File: config.mk
export PLATFORM = sky130hd
export DESIGN_NAME = spi_stream_arbiter
export DESIGN_NICKNAME = d
export VERILOG_FILES = /design/src/rtl/spi_arb_pkg.sv /design/src/rtl/spi_stream_arbiter_rr_picker.sv /design/src/rtl/spi_stream_arbiter.sv
export SDC_FILE = /design/constraint.sdc
export NUM_CORES = 1
export LEC_CHECK = 0
export CORE_ASPECT_RATIO = 0.75
export CORE_MARGIN = 4
export CORE_UTILIZATION = 40
export DETAILED_ROUTE_END_ITERATION = 7
export PLACE_DENSITY = 0.88
export SETUP_SLACK_MARGIN = 0.15
export SLEW_MARGIN = 40
export SYNTH_ARGS = -nofsm -noshare
export SYNTH_HDL_FRONTEND = slang
export SYNTH_SLANG_ARGS = --single-unit
File: constraint.sdc
create_clock -name clk_i -period 2.7 [get_ports clk_i]
set_input_delay 0.405 -clock clk_i [delete_from_list [all_inputs] [get_ports clk_i]]
set_output_delay 0.405 -clock clk_i [all_outputs]
set_load 0.02 [all_outputs]
File: src/rtl/spi_arb_pkg.sv
// ============================================================================
// Module   : spi_arb_pkg
// Purpose  : Shared types and constants for the SPI host-bound stream arbiter.
//            Holds the arbiter state encoding and the default source-ID
//            header base value.
// Ports    : none (package)
// Revision : 1.0 - initial release
// ============================================================================
`default_nettype none

package spi_arb_pkg;

  // Arbiter states: IDLE arbitrates, HEADER emits the source-ID byte,
  // PAYLOAD passes the grantee's bytes straight through.
  typedef enum logic [1:0] {
    ARB_IDLE    = 2'd0,
    ARB_HEADER  = 2'd1,
    ARB_PAYLOAD = 2'd2
  } arb_state_t;

  // Header byte base; the grantee index is OR-ed into its low bits.
  localparam logic [7:0] ARB_HDR_BASE_DEFAULT = 8'hF0;

endpackage : spi_arb_pkg

`default_nettype wire

File: src/rtl/spi_stream_arbiter_rr_picker.sv
// ============================================================================
// Module   : rr_picker
// Purpose  : Combinational round-robin winner selection. Searches the request
//            vector starting one position above the previous winner, wrapping
//            around, so the previous winner has the lowest priority.
// Ports    : req_i        N-bit request vector
//            last_i       index of the previous winner
//            grant_idx_o  index of the winning request (0 when none)
//            any_req_o    high when at least one request is asserted
// Revision : 1.0 - initial release
// ============================================================================
`default_nettype none

module rr_picker #(
  parameter  int N   = 4,
  localparam int IDW = (N > 1) ? $clog2(N) : 1
) (
  input  logic [N-1:0]   req_i,
  input  logic [IDW-1:0] last_i,
  output logic [IDW-1:0] grant_idx_o,
  output logic           any_req_o
);

  logic           found;
  logic [IDW-1:0] cand;

  // Offsets 1..N visit every index once; offset N wraps back to last_i,
  // so the previous winner is only chosen when nobody else is asking.
  always_comb begin
    grant_idx_o = '0;
    found       = 1'b0;
    cand        = '0;
    for (int i = 1; i <= N; i++) begin
      cand = IDW'((int'(last_i) + i) % N);
      if (!found && req_i[cand]) begin
        found       = 1'b1;
        grant_idx_o = cand;
      end
    end
  end

  assign any_req_o = |req_i;

endmodule : rr_picker

`default_nettype wire

File: src/rtl/spi_stream_arbiter.sv
// ============================================================================
// Module   : spi_stream_arbiter
// Purpose  : Packet-atomic round-robin arbiter sharing the SPI slave's
//            host-bound stream input among NUM_REQ requesters. Optionally
//            prefixes each packet with a source-ID header byte and truncates
//            packets at MAX_PKT payload bytes.
// Ports    : clk_i          system clock
//            reset_i        asynchronous active-high reset
//            req_data_i     packed requester payloads, slice i = [i*WIDTH +: WIDTH]
//            req_vld_i      per-requester valid
//            req_last_i     per-requester end-of-packet marker
//            req_rdy_o      per-requester ready
//            out_data_o     byte to SPI slave write_data
//            out_vld_o      to SPI slave write_vld
//            out_rdy_i      from SPI slave write_rdy
//            grant_id_o     current or most recent grantee
//            busy_o         high whenever not IDLE
//            overrun_err_o  one-cycle pulse after a packet is truncated
// Revision : 1.0 - initial release
// ============================================================================
`default_nettype none

module spi_stream_arbiter
  import spi_arb_pkg::*;
#(
  parameter  int               NUM_REQ   = 4,
  parameter  int               WIDTH     = 8,
  parameter  int               MAX_PKT   = 64,
  parameter  int               HEADER_EN = 1,
  parameter  logic [WIDTH-1:0] HDR_BASE  = WIDTH'(ARB_HDR_BASE_DEFAULT),
  localparam int               ID_BITS   = $clog2(NUM_REQ)
) (
  input  logic                       clk_i,
  input  logic                       reset_i,
  input  logic [NUM_REQ*WIDTH-1:0]   req_data_i,
  input  logic [NUM_REQ-1:0]         req_vld_i,
  input  logic [NUM_REQ-1:0]         req_last_i,
  output logic [NUM_REQ-1:0]         req_rdy_o,
  output logic [WIDTH-1:0]           out_data_o,
  output logic                       out_vld_o,
  input  logic                       out_rdy_i,
  output logic [ID_BITS-1:0]         grant_id_o,
  output logic                       busy_o,
  output logic                       overrun_err_o
);

  arb_state_t         state_q,      state_d;
  logic [ID_BITS-1:0] grant_id_q,   grant_id_d;
  logic [ID_BITS-1:0] last_grant_q, last_grant_d;
  logic [7:0]         byte_cnt_q,   byte_cnt_d;
  logic               overrun_q,    overrun_d;

  logic [ID_BITS-1:0] pick_idx;
  logic               pick_any;

  rr_picker #(
    .N (NUM_REQ)
  ) u_picker (
    .req_i       (req_vld_i),
    .last_i      (last_grant_q),
    .grant_idx_o (pick_idx),
    .any_req_o   (pick_any)
  );

  always_ff @(posedge clk_i or posedge reset_i) begin
    if (reset_i) begin
      state_q      <= ARB_IDLE;
      grant_id_q   <= '0;
      last_grant_q <= ID_BITS'(NUM_REQ - 1);
      byte_cnt_q   <= '0;
      overrun_q    <= 1'b0;
    end else begin
      state_q      <= state_d;
      grant_id_q   <= grant_id_d;
      last_grant_q <= last_grant_d;
      byte_cnt_q   <= byte_cnt_d;
      overrun_q    <= overrun_d;
    end
  end

  always_comb begin
    state_d      = state_q;
    grant_id_d   = grant_id_q;
    last_grant_d = last_grant_q;
    byte_cnt_d   = byte_cnt_q;
    overrun_d    = 1'b0;
    out_data_o   = '0;
    out_vld_o    = 1'b0;
    req_rdy_o    = '0;

    unique case (state_q)
      ARB_IDLE: begin
        if (pick_any) begin
          grant_id_d = pick_idx;
          state_d    = (HEADER_EN != 0) ? ARB_HEADER : ARB_PAYLOAD;
        end
      end

      ARB_HEADER: begin
        out_vld_o  = 1'b1;
        out_data_o = HDR_BASE | WIDTH'(grant_id_q);
        if (out_rdy_i) begin
          state_d = ARB_PAYLOAD;
        end
      end

      ARB_PAYLOAD: begin
        // Zero-latency pass-through: the grantee sees the sink's ready directly.
        out_data_o            = req_data_i[int'(grant_id_q)*WIDTH +: WIDTH];
        out_vld_o             = req_vld_i[grant_id_q];
        req_rdy_o[grant_id_q] = out_rdy_i;
        if (req_vld_i[grant_id_q] && out_rdy_i) begin
          if (req_last_i[grant_id_q]) begin
            state_d      = ARB_IDLE;
            last_grant_d = grant_id_q;
            byte_cnt_d   = '0;
          end else if ((byte_cnt_q + 8'd1) == 8'(MAX_PKT)) begin
            // Truncate: the rest of the packet waits for a later grant.
            state_d      = ARB_IDLE;
            last_grant_d = grant_id_q;
            byte_cnt_d   = '0;
            overrun_d    = 1'b1;
          end else begin
            byte_cnt_d   = byte_cnt_q + 8'd1;
          end
        end
      end

      default: begin
        state_d = ARB_IDLE;
      end
    endcase
  end

  assign grant_id_o    = grant_id_q;
  assign busy_o        = (state_q != ARB_IDLE);
  assign overrun_err_o = overrun_q;

endmodule : spi_stream_arbiter

`default_nettype wire

==> results.txt <==
----------------------------------------------------
[Run status]
  Outcome ... complete, no violations

[Timing]
  Endpoints failing setup ... 0
  Final max-slew violation count ... 0
  Final critical delay including setup and external delays ... 2460 ps
  Unrepaired setup endpoints after global routing ... false
  Share of the clock period used by the worst path after layout ... 0.912
  Highest achievable clock rate ... 0.406 GHz
  Worst slew margin ... 0.607
  Actual transition at the worst max-transition pin ... 589 ps
  Number of hold-slack violations in the final timing report ... 0
  Largest clock skew in the final design ... 1.12 ps
  Sum Neg Setup Slack ... 0 ps

[Clock tree]
  Hold_buf cts ... 0
  TritonCTS clock tree ... built
  Clock latency of the later-clocked register in the worst-skew pair ... 240 ps
  Number of levels in the clock H-tree ... 1
  Clock tree sinks ... 15
  Clock Root Buffer ... sky130_fd_sc_hd__clkbuf_8
  Total CTS buffers ... 3
  Clock slew seen by the registers of the worst setup and hold paths ... 60 ps
  Clock Path Buffers ... 2

[Placed design]
  Total cell area at the placement stage ... 0.00201 mm^2
  Detailed placer's ending HPWL ... 3290 um
  RD Place Congestion ... 0.858
  Port buffer count ... 59

[Worst setup path]
  Crit end category ... primary output
  Critical path arrival ... 2060 ps
  Reg2Reg Capture Point ... state_q[1]$_DFFE_PP0P_
  Number of cell instances on the worst register-to-register path ... 6
  Crit Path Category ... flip-flop to primary output
  Critical Path Sink ... out_data_o[4]
  Launch instance of the worst register-to-register path ... byte_cnt_q[0]$_DFFE_PP0P_
  Critical path launch point type ... flip-flop
  Critical path peak fanout ... 13
  Worst setup path startpoint ... grant_id_o[0]$_DFFE_PP0P_
  R2r setup slk ... 340 ps
  Required @ worst endpoint ... 2300 ps

[Die]
  Width of the chip ... 75.9 um
  Full die area ... 0.00447 mm^2
  I/O pin count ... 60
  Effective utilization at floorplan ... 0.417
  Number of placement rows ... 18
  Height of the die ... 58.9 um
  Area of the core region ... 0.00331 mm^2

[Synth]
  Fraction of synthesized cell area taken by the top area cell type ... 0.236
  Fraction of the yosys area taken by sequential cells ... 0.274
  Combined area of all synthesized cells ... 0.00138 mm^2
  Leading cell types by total area after synthesis ... sky130_fd_sc_hd__dfrtp_1 24%, sky130_fd_sc_hd__mux4_2 16%, sky130_fd_sc_hd__a21oi_1 5.4%
  Most common flop cell mapped by yosys ... sky130_fd_sc_hd__dfrtp_1
  Post-Syn Nets ... 209
  Count of flip-flops with a built-in enable after synthesis ... 0
  Synthesized area divided by synthesized cell count ... 8.58 um^2
  Cell type contributing the most total cell area after synthesis ... sky130_fd_sc_hd__dfrtp_1
  Number of warnings printed during yosys synthesis ... 0
  Flop and latch count out of synthesis ... 15
  Gate count of the mapped netlist ... 161
  FFs w/ async S/R, synth ... 1.00
  Number of distinct library cell variants in the gate-level netlist after synthesis ... 37

[Route]
  Drt first pass iters ... 4
  Post-route ant nets ... 0
  Total length of routed wires ... 4370 um
  Drt first-iter violations ... 92
  Avg Vias per Cell ... 5.68
  DR vias ... 1,465
  Routed WL per cell ... 16.9 um
  Number of remaining DRC errors ... 0

[Global route]
  Largest net degree at the start of global routing ... 19
  Vias in the first global route ... 1,427
  Initial antenna violation count ... 0
  Total global-route track usage ... 0.202
  Global-route wire length before repair ... 6890 um
  Leftover overflow at the end of global routing ... 0

[Cells and area]
  Cell area after layout ... 0.00208 mm^2
  Layout cell share with drive strength beyond 1 ... 0.138
  Number of fill cells in the layout ... 275
  Layout net count ... 267
  Layout overhead on the synthesized area ... 50.9%
  Diode count ... 0

[Pwr]
  Combinational group share of total power ... 0.675
  Cell Int Power ... 0.983 mW
  Power per cell area ... 839 mW/mm^2
  PnR Total Power ... 1.75 mW
  Part of the power in the clock network ... 0.101
  IR Drop Worst-Case VDD ... 707 uV
  Relative contribution of sequential cells to total power ... 0.225
  Switching power summed over all nets ... 0.766 mW
  Static power due to leakage ... 0.869 nW
  Switching part of the total ... 0.438

[Hold path]
  Class of the tightest hold or removal check ... primary input to asynchronous set/reset pin

[Job]
  Max-Cap Viols ... 0

----------------------------------------------------
## synthesized netlist by cell type, types with 2 or more instances
library cell / instances
sky130_fd_sc_hd__a21oi_1: 15
sky130_fd_sc_hd__o21ai_0: 14
sky130_fd_sc_hd__dfrtp_1: 13
sky130_fd_sc_hd__nor2_1: 13
sky130_fd_sc_hd__inv_1: 12
sky130_fd_sc_hd__mux4_2: 10
sky130_fd_sc_hd__nand2_1: 10
sky130_fd_sc_hd__nor2b_1: 8
sky130_fd_sc_hd__clkbuf_1: 7
sky130_fd_sc_hd__nand3_1: 6
sky130_fd_sc_hd__ha_1: 5
sky130_fd_sc_hd__nand2b_1: 5
sky130_fd_sc_hd__nor3_1: 4
sky130_fd_sc_hd__o22ai_1: 4
sky130_fd_sc_hd__a31oi_1: 3
sky130_fd_sc_hd__and3_1: 3
sky130_fd_sc_hd__mux2i_1: 3
sky130_fd_sc_hd__a22oi_1: 2
sky130_fd_sc_hd__buf_1: 2
sky130_fd_sc_hd__dfstp_2: 2
sky130_fd_sc_hd__o31ai_1: 2
sky130_fd_sc_hd__or4_1: 2
sky130_fd_sc_hd__xnor2_1: 2
## how the worst min path moves through the flow
stage,startpoint,endpoint
after floorplan,reset_i,byte_cnt_q[0]$_DFFE_PP0P_
after global placement,byte_cnt_q[7]$_DFFE_PP0P_,byte_cnt_q[7]$_DFFE_PP0P_
after detailed placement,byte_cnt_q[7]$_DFFE_PP0P_,byte_cnt_q[7]$_DFFE_PP0P_
after CTS,reset_i,byte_cnt_q[1]$_DFFE_PP0P_
after global routing,reset_i,overrun_err_o$_DFF_PP0_
final,reset_i,overrun_err_o$_DFF_PP0_
## cells by family (layout without fill, tap and decap cells)
kind of cell | after synthesis | in the layout | share of synthesized area
adders and majority gates | 5 | 5 | 0.0453
AOI/OAI and AO/OA | 47 | 47 | 0.205
buffers and inverters | 22 | 79 | 0.0625
and+or+nand+nor | 56 | 56 | 0.208
muxes | 14 | 14 | 0.193
DFF | 15 | 15 | 0.274
xor gates and xnor gates | 2 | 2 | 0.0127
## power by group through the flow
stage	combinational [mW]	clock (mW)	sequential (mW)
detailed placement	1.14	0	0.401
CTS	1.17	0.184	0.392
global route	1.27	0.194	0.406
finish	1.18	0.176	0.393
global placement	1.13	0	0.398
floorplan	0.773	0	0.345
## worst max-delay path, cell delays in order, from the launching register on
cell                              delay [ps]
sky130_fd_sc_hd__dfrtp_2                 400
sky130_fd_sc_hd__buf_12                  160
sky130_fd_sc_hd__mux4_2                  500
sky130_fd_sc_hd__a21oi_1                 160
sky130_fd_sc_hd__nor2b_1                  60
sky130_fd_sc_hd__clkdlybuf4s50_1         530
## cell type report
cell class	instances	area [um^2]	share of cell area
sequential	15	380	0.182
inverter	12	45.0	0.0216
clock buffer	3	41.3	0.0198
multi-input combinational	124	926	0.444
clock inverter	1	5.00	0.00240
tap	40	50.0	0.0240
timing repair buffer	63	637	0.306
## state kept, by name, summed over array words and instances (netlist names)
| name | count |
|---|---|
| last_grant_q | 2 |
| overrun_err_o | 1 |
| grant_id_o | 2 |
| byte_cnt_q | 8 |
| state_q | 2 |
## routing by layer
metal / GRT usage / up-vias / wire length [um]
met3: 0.0512 / 10 / 290
met4: 0.0524 / 0 / 78
met2: 0.345 / 47 / 2310
met5: 0 / - / 0
li1: - / 711 / -
met1: 0.253 / 697 / 1690
## through the flow
step	util	setup WS, ps	cells	hold slack, ps
after floorplan	-	507	161	305
after global placement	0.607	182	252	510
after detailed placement	0.607	177	252	526
after CTS	0.625	174	258	538
after global routing	0.630	165	258	566
final	0.630	237	258	528
## cell usage in the layout, fill, tap and decap left out, types with 5 or more instances in the layout
cell	instances
sky130_fd_sc_hd__mux4_2	10
sky130_fd_sc_hd__clkdlybuf4s50_1	53
sky130_fd_sc_hd__nand3_1	6
sky130_fd_sc_hd__o21ai_0	14
sky130_fd_sc_hd__inv_1	12
sky130_fd_sc_hd__nor2b_1	8
sky130_fd_sc_hd__nor2_1	13
sky130_fd_sc_hd__nand2_1	10
sky130_fd_sc_hd__a21oi_1	15
sky130_fd_sc_hd__nand2b_1	5
sky130_fd_sc_hd__dfrtp_1	11
## what timing repair did
action                     in CTS  in global routing
setup endpoints to repair      11                  4
gates resized for setup         6                  4
gates cloned                    0                  0
setup buffers                   2                  0
(Power assumes the default switching activity.)
